File: config.mk
export PLATFORM = sky130hd
export DESIGN_NAME = adc_spi_sampler_flat
export DESIGN_NICKNAME = d
export VERILOG_FILES = /design/src/rtl/adc_spi_pkg.sv /design/src/rtl/adc_spi_sampler_if.sv /design/src/rtl/spi_half_tick.sv /design/src/rtl/adc_spi_sampler.sv /design/src/flat_wrapper.sv
export SDC_FILE = /design/constraint.sdc
export NUM_CORES = 1
export LEC_CHECK = 0
export ABC_AREA = 1
export CORE_UTILIZATION = 31
export DETAILED_ROUTE_END_ITERATION = 8
export PLACE_DENSITY = 0.54
export SYNTH_ARGS = -nofsm -noshare
export SYNTH_HDL_FRONTEND = slang
export SYNTH_HIERARCHICAL = 1
export SYNTH_SLANG_ARGS = --single-unit
File: constraint.sdc
create_clock -name sysclk -period 2.87 [get_ports sysclk]
set_clock_uncertainty 0.15 [all_clocks]
set_input_delay 0.7175 -clock sysclk [delete_from_list [all_inputs] [get_ports sysclk]]
set_output_delay 0.7175 -clock sysclk [all_outputs]
set_load 0.01 [all_outputs]
File: src/rtl/adc_spi_pkg.sv
// Shared types and constants for the MCP3002-class SPI sampler.
package adc_spi_pkg;

   typedef enum logic [1:0] {
      StIdle,
      StSetup,
      StShift,
      StHold
   } state_t;

   localparam int unsigned FRAME_BITS     = 16;
   localparam int unsigned CMD_BITS       = 4;
   localparam int unsigned DATA_FIRST_BIT = 6;
   localparam int unsigned DATA_WIDTH     = 10;

   // Command word sent MSB first: start, single-ended, channel, MSB-first format.
   function automatic logic [CMD_BITS-1:0] build_cmd(input logic ch);
      return {1'b1, 1'b1, ch, 1'b1};
   endfunction

endpackage

File: src/rtl/adc_spi_sampler_if.sv
// ADC pin bundle plus the sample output bus toward the echo processor.
interface adc_spi_sampler_if;
   import adc_spi_pkg::*;

   logic                  adc_cs_n;
   logic                  adc_sck;
   logic                  adc_mosi;
   logic                  adc_miso;
   logic [DATA_WIDTH-1:0] data_out;
   logic                  data_valid;
   logic                  busy;

   modport master (
      output adc_cs_n,
      output adc_sck,
      output adc_mosi,
      input  adc_miso,
      output data_out,
      output data_valid,
      output busy
   );

   modport slave (
      input  adc_cs_n,
      input  adc_sck,
      input  adc_mosi,
      output adc_miso,
      input  data_out,
      input  data_valid,
      input  busy
   );

endinterface

File: src/rtl/spi_half_tick.sv
// Emits a one-cycle strobe every CLK_DIV cycles while enabled; clears when disabled.
module spi_half_tick #(
   parameter int unsigned CLK_DIV = 25
) (
   input  logic sysclk,
   input  logic rst_n,
   input  logic enable,
   output logic strobe
);

   localparam int unsigned CW = $clog2(CLK_DIV);

   logic [CW-1:0] cnt_q, cnt_d;

   // Strobe on the last count of each half period and restart the count.
   always_comb begin
      strobe = enable && (cnt_q == CW'(CLK_DIV - 1));
      cnt_d  = cnt_q;
      if (!enable || strobe) begin
         cnt_d = '0;
      end else begin
         cnt_d = cnt_q + CW'(1);
      end
   end

   // Half-period counter register.
   always_ff @(posedge sysclk or negedge rst_n) begin
      if (!rst_n) begin
         cnt_q <= '0;
      end else begin
         cnt_q <= cnt_d;
      end
   end

endmodule

File: src/rtl/adc_spi_sampler.sv
// Periodic single-conversion SPI master for an MCP3002-class 10-bit ADC.
module adc_spi_sampler
   import adc_spi_pkg::*;
#(
   parameter int unsigned CLK_DIV       = 25,
   parameter int unsigned SAMPLE_PERIOD = 5000
) (
   input  logic                sysclk,
   input  logic                rst_n,
   input  logic                en,
   input  logic                ch_sel,
   adc_spi_sampler_if.master   bus
);

   localparam int unsigned TW = $clog2(SAMPLE_PERIOD);

   if (CLK_DIV < 4) begin : g_bad_div
      $error("CLK_DIV must be at least 4");
   end
   if (SAMPLE_PERIOD < 33 * CLK_DIV + 2) begin : g_bad_period
      $error("SAMPLE_PERIOD shorter than one full frame");
   end

   state_t                state_q, state_d;
   logic [TW-1:0]         timer_q, timer_d;
   logic                  miso_meta_q, miso_sync_q;
   logic                  cs_n_q, cs_n_d;
   logic                  sck_q, sck_d;
   logic [CMD_BITS-1:0]   cmd_q, cmd_d;
   logic [4:0]            edge_q, edge_d;
   logic [DATA_WIDTH-1:0] word_q, word_d;
   logic [DATA_WIDTH-1:0] data_q, data_d;
   logic                  valid_q, valid_d;
   logic                  tick;
   logic                  start;
   logic                  half_tick;
   logic [3:0]            bit_idx;

   assign tick    = (timer_q == TW'(SAMPLE_PERIOD - 1));
   assign start   = tick && en && (state_q == StIdle);
   // Even edge numbers are rising edges, so edge/2 is the SCK period index k.
   assign bit_idx = edge_q[4:1];

   spi_half_tick #(
      .CLK_DIV (CLK_DIV)
   ) u_half_tick (
      .sysclk (sysclk),
      .rst_n  (rst_n),
      .enable (state_q != StIdle),
      .strobe (half_tick)
   );

   // Free-running sample timer, independent of en.
   always_comb begin
      timer_d = tick ? '0 : timer_q + TW'(1);
   end

   // Frame sequencing, SCK/MOSI generation and MISO assembly.
   always_comb begin
      state_d = state_q;
      cs_n_d  = cs_n_q;
      sck_d   = sck_q;
      cmd_d   = cmd_q;
      edge_d  = edge_q;
      word_d  = word_q;
      data_d  = data_q;
      valid_d = valid_q;
      unique case (state_q)
         StIdle: begin
            if (start) begin
               state_d = StSetup;
               cs_n_d  = 1'b0;
               valid_d = 1'b0;
               // Command bit 0 goes out immediately; mosi is cmd_q MSB.
               cmd_d   = build_cmd(ch_sel);
            end
         end
         StSetup: begin
            if (half_tick) begin
               state_d = StShift;
               sck_d   = 1'b1;
               edge_d  = '0;
            end
         end
         StShift: begin
            if (half_tick) begin
               if (sck_q) begin
                  // End of a high phase: sample MISO, drop SCK, advance MOSI.
                  if (bit_idx >= 4'(DATA_FIRST_BIT)) begin
                     word_d[4'(FRAME_BITS - 1) - bit_idx] = miso_sync_q;
                  end
                  sck_d = 1'b0;
                  cmd_d = {cmd_q[CMD_BITS-2:0], 1'b0};
                  if (edge_q == 5'(2 * FRAME_BITS - 2)) begin
                     state_d = StHold;
                     data_d  = word_d;
                     valid_d = 1'b1;
                  end else begin
                     edge_d = edge_q + 5'd1;
                  end
               end else begin
                  sck_d  = 1'b1;
                  edge_d = edge_q + 5'd1;
               end
            end
         end
         StHold: begin
            if (half_tick) begin
               state_d = StIdle;
               cs_n_d  = 1'b1;
            end
         end
         default: state_d = StIdle;
      endcase
   end

   // State and datapath registers; reset aborts any frame in progress.
   always_ff @(posedge sysclk or negedge rst_n) begin
      if (!rst_n) begin
         state_q     <= StIdle;
         timer_q     <= '0;
         miso_meta_q <= 1'b0;
         miso_sync_q <= 1'b0;
         cs_n_q      <= 1'b1;
         sck_q       <= 1'b0;
         cmd_q       <= '0;
         edge_q      <= '0;
         word_q      <= '0;
         data_q      <= '0;
         valid_q     <= 1'b0;
      end else begin
         state_q     <= state_d;
         timer_q     <= timer_d;
         miso_meta_q <= bus.adc_miso;
         miso_sync_q <= miso_meta_q;
         cs_n_q      <= cs_n_d;
         sck_q       <= sck_d;
         cmd_q       <= cmd_d;
         edge_q      <= edge_d;
         word_q      <= word_d;
         data_q      <= data_d;
         valid_q     <= valid_d;
      end
   end

   assign bus.adc_cs_n   = cs_n_q;
   assign bus.adc_sck    = sck_q;
   assign bus.adc_mosi   = cmd_q[CMD_BITS-1];
   assign bus.data_out   = data_q;
   assign bus.data_valid = valid_q;
   assign bus.busy       = ~cs_n_q;

endmodule

File: src/flat_wrapper.sv
// flat-port wrapper written by rule: the top's interface ports become plain ports
module adc_spi_sampler_flat import adc_spi_pkg::*;
#(
   parameter int unsigned CLK_DIV       = 25,
   parameter int unsigned SAMPLE_PERIOD = 5000
)
  (sysclk, rst_n, en, ch_sel, bus_adc_cs_n, bus_adc_sck, bus_adc_mosi, bus_adc_miso, bus_data_out, bus_data_valid, bus_busy);
  adc_spi_sampler_if bus_i ();
  input  logic sysclk;
  input  logic rst_n;
  input  logic en;
  input  logic ch_sel;
  output wire logic [$bits(bus_i.adc_cs_n)-1:0] bus_adc_cs_n;
  output wire logic [$bits(bus_i.adc_sck)-1:0] bus_adc_sck;
  output wire logic [$bits(bus_i.adc_mosi)-1:0] bus_adc_mosi;
  input wire logic [$bits(bus_i.adc_miso)-1:0] bus_adc_miso;
  output wire logic [$bits(bus_i.data_out)-1:0] bus_data_out;
  output wire logic [$bits(bus_i.data_valid)-1:0] bus_data_valid;
  output wire logic [$bits(bus_i.busy)-1:0] bus_busy;
  assign bus_adc_cs_n = bus_i.adc_cs_n;
  assign bus_adc_sck = bus_i.adc_sck;
  assign bus_adc_mosi = bus_i.adc_mosi;
  assign bus_i.adc_miso = bus_adc_miso;
  assign bus_data_out = bus_i.data_out;
  assign bus_data_valid = bus_i.data_valid;
  assign bus_busy = bus_i.busy;
  adc_spi_sampler #(.CLK_DIV(CLK_DIV), .SAMPLE_PERIOD(SAMPLE_PERIOD)) u_core (.sysclk(sysclk), .rst_n(rst_n), .en(en), .ch_sel(ch_sel), .bus(bus_i));
endmodule
==> results by group <==
Run status
  – Status: finished clean

Floorplanning
  – Core area: approximately 0.0087 mm²
  – Die X-Extent: 96.8 µm
  – Number of I/O pins: 20
  – FP Rows: 34
  – Die area: ~0.0094 mm²
  – Starting Density: 0.319
  – Die Y: between 90 and 100 µm

Cells and area
  – Layout area overhead: 14.6%
  – ANT cells: 0
  – Nets: 342
  – Fraction of layout cells with a size suffix above 1: 0.158
  – Fill cells: 882

Timing
  – Worst slew pin tran: 710 ps
  – Slew HR: 0.526
  – Final setup violation count: 0
  – Period minus WS final: roughly 2600 ps
  – FMAX: 390 MHz
  – RSZ-0062 raised after global routing: false
  – Crit share post-route: 0.893
  – Final Hold Vio Count: 0
  – Max Slew Vio Count: 0
  – Worst hold slack: 211 ps
  – TNS Setup: 0 ps

Critical path
  – WS Path Type: flip-flop to flip-flop
  – CP startpoint: u_core/state_q[0]
  – Capturing point of the worst reg2reg path: u_core/word_q[5]
  – Worst reg2reg path depth: 8
  – Setup slack, reg-to-reg: 310 ps
  – Crit path arrival time: around 2600 ps
  – Worst setup SP type: flip-flop
  – Setup crit end kind: flip-flop
  – Reg-to-Reg Start: u_core/state_q[0]
  – Max FO, Critical Path: 13
  – CP required: 2930 ps

Drt
  – DR vias: 1999
  – DR WL/cell: ~12 µm
  – Router iterations before antenna repair: 4
  – DR DRC count: 0
  – Routed wire length: 5.12 mm
  – Post-DRT Antenna Nets: 0
  – DR iter-0 viols: around 110
  – Avg Vias per Cell: 4.57

Synthesis
  – Area leader, netlist: dfrtp_1
  – Synth Area in XOR/XNOR: 0.0157
  – Largest family of logic cells by synthesized area: simple AND/OR/NAND/NOR gates
  – Post-synthesis mux area share: 0.0683
  – Synth Instances: about 300
  – Post-synth cell types: 34
  – Compound-Gate Fraction of Synth Area: 0.0894
  – Adder-Cell Fraction of Synth Area: 0.0404
  – Post-synthesis cell area: around 0.0028 mm²
  – Seq/Total Area, Yosys: 0.486
  – Warnings from Yosys: 6
  – Net count after synthesis: about 320
  – Largest cells by area after synthesis: dfrtp_1 (48%), mux2_2 (6.5%), inv_1 (6.2%)
  – Post-synthesis simple-gate area fraction: 0.224
  – Synthesized flop and latch total: 54
  – Avg Cell Area, Syn: ~9.2 µm²
  – Top cell type's share of synthesized area: 0.476

Place
  – DP HPWL: 3.75 mm
  – Placer Congestion: 0.786
  – Number of port buffers: 19

Worst hold path
  – Hold endpoint: u_core/miso_sync_q
  – Worst hold path type: flip-flop to flip-flop
  – Hold_sp: u_core/miso_meta_q
  – Hold Crit Depth: 0

Clock network
  – Clock-pin transition on the worst setup and hold timing paths: around 110 ps
  – CTS buffer count: 5
  – Post-cts resize count: 0
  – Clock Latency Late Sink: between 300 and 400 ps
  – Post-CTS Setup Bufs: 0
  – Clock Path Buffers: 2
  – CTS Sinks: 54
  – Hold buffers post-CTS: 0
  – H-tree Lvls: 2
  – TritonCTS clock tree: yes
  – CTS Root Cell: clkbuf_8

Power
  – Peak VDD IR: 0.173 mV
  – Leak: 1.53 nW
  – PwrDens: 384 mW/mm²
  – Total power: ~1.2 mW

GRT
  – Gr ovfl total: 0
  – Gr usage total: 0.119
  – Number of global-route vias before repair: 1931
  – Largest net degree at the start of global routing: 55
  – Initial antenna violation count: 0
  – First-pass GRT wire length: 9.14 mm

Job
  – Max_cap viols: 0
-- kinds of logic after synthesis --
kind of cell | count (synthesis)
mux | 17
simple gates | 120
compound gates | 45
xor+xnor | 5
fa+ha+maj | 9
flops | 54
buf+inv | 52
-- state kept, by name, indices dropped and copies added (netlist names), 2 cells and up --
| name | flops |
|---|---|
| u_core/state_q | 2 |
| u_core/u_half_tick/cnt_q | 5 |
| u_core/edge_q | 5 |
| u_core/timer_q | 13 |
| u_core/word_q | 10 |
| u_core/cmd_q | 4 |
| u_core/bus.data_out | 10 |
-- cell type report --
cell class,instances,area [µm²],area share
tap,108,135,0.0424
clock buffer,5,68.8,0.0216
multi-input combinational,196,1220,0.382
clock inverter,3,23.8,0.00745
sequential,54,1350,0.424
inverter,50,190,0.0596
timing repair buffer,21,200,0.0628
-- per-layer routing --
| metal | vias to the layer above | track usage | routed length [µm] |
|---|---|---|---|
| li1 | 1038 | - | - |
| met1 | 926 | 0.166 | 2600 |
| met2 | 31 | 0.181 | 2330 |
| met3 | 4 | 0.0224 | 122 |
| met4 | 0 | 0.0528 | 61 |
| met5 | - | 0 | 0 |
-- power by group --
| part | leakage, nW | switching [mW] | internal [mW] | total [mW] |
|---|---|---|---|---|
| sequential | 0.732 | 0.000985 | 0.762 | 0.763 |
| combinational | 0.755 | 0.0172 | 0.00535 | 0.0225 |
| clock | 0.0408 | 0.265 | 0.175 | 0.440 |
-- layout by cell type (no fill, tap or decap) --
| master | n |
|---|---|
| dfrtp_1 | 53 |
| inv_1 | 46 |
| nand2_1 | 44 |
| nor2_1 | 30 |
| clkdlybuf4s50_1 | 18 |
| o21ai_0 | 16 |
| mux2_2 | 16 |
| nand3_1 | 14 |
| a21oi_1 | 14 |
| nand4_1 | 9 |
| ha_1 | 9 |
| a31oi_1 | 7 |
| clkbuf_8 | 5 |
| nand2_2 | 5 |
| xor2_1 | 4 |
| o21ai_1 | 4 |
| inv_2 | 3 |
| nand3_2 | 3 |
| nor3_1 | 3 |
| clkinvlp_4 | 2 |
| nor2_2 | 2 |
| nor2_4 | 2 |
| nand3_4 | 2 |
| nand2_4 | 2 |
| buf_4 | 2 |
| inv_6 | 1 |
| buf_2 | 1 |
| or2_2 | 1 |
| nand3b_1 | 1 |
| inv_4 | 1 |
| nor3_4 | 1 |
| o211ai_1 | 1 |
| o311ai_1 | 1 |
| o22ai_1 | 1 |
| a211oi_2 | 1 |
| mux2i_1 | 1 |
| nor2_8 | 1 |
| dfstp_2 | 1 |
| xnor2_1 | 1 |
-- synth_stat cells, drive strengths merged --
master / count
nand3: 19
nand2: 51
a211oi: 1
nor2: 35
buf: 2
nand3b: 1
o22ai: 1
mux2: 16
nor3: 4
a21oi: 14
o311ai: 1
o21ai: 20
o211ai: 1
dfrtp: 53
inv: 50
or2: 1
xnor2: 1
ha: 9
xor2: 4
dfstp: 1
a31oi: 7
mux2i: 1
nand4: 9
-- worst max path at each step --
stage                                   endpoint  slack (ps)  cells past startpoint
final                           u_core/word_q[5]         310                      8
after global routing      u_core/bus.data_out[0]         120                      9
after CTS                       u_core/word_q[5]         270                      8
after detailed placement        u_core/word_q[5]         290                      8
after global placement          u_core/word_q[6]         420                      8
after floorplan                 u_core/word_q[4]         670                      9
-- critical path: stages, from the launching register on --
cell and delay, ps:
dfrtp_1 410, inv_1 80, ha_1 270, inv_1 130, inv_1 50, nor2_1 280
inv_2 170, nor3_4 520, mux2_2 400
-- metrics by stage --
step / worst slack (ps) / utilization / std cells / instance area, µm²
3_5_place_dp: 287 / 0.355 / 429 / 3100
2_1_floorplan: 675 / - / 302 / 2780
6_report: 308 / 0.366 / 437 / 3190
4_1_cts: 272 / 0.366 / 437 / 3190
5_1_grt: 117 / 0.366 / 437 / 3190
3_3_place_gp: 422 / 0.355 / 429 / 3100
Power figures use the tool's default switching activity.
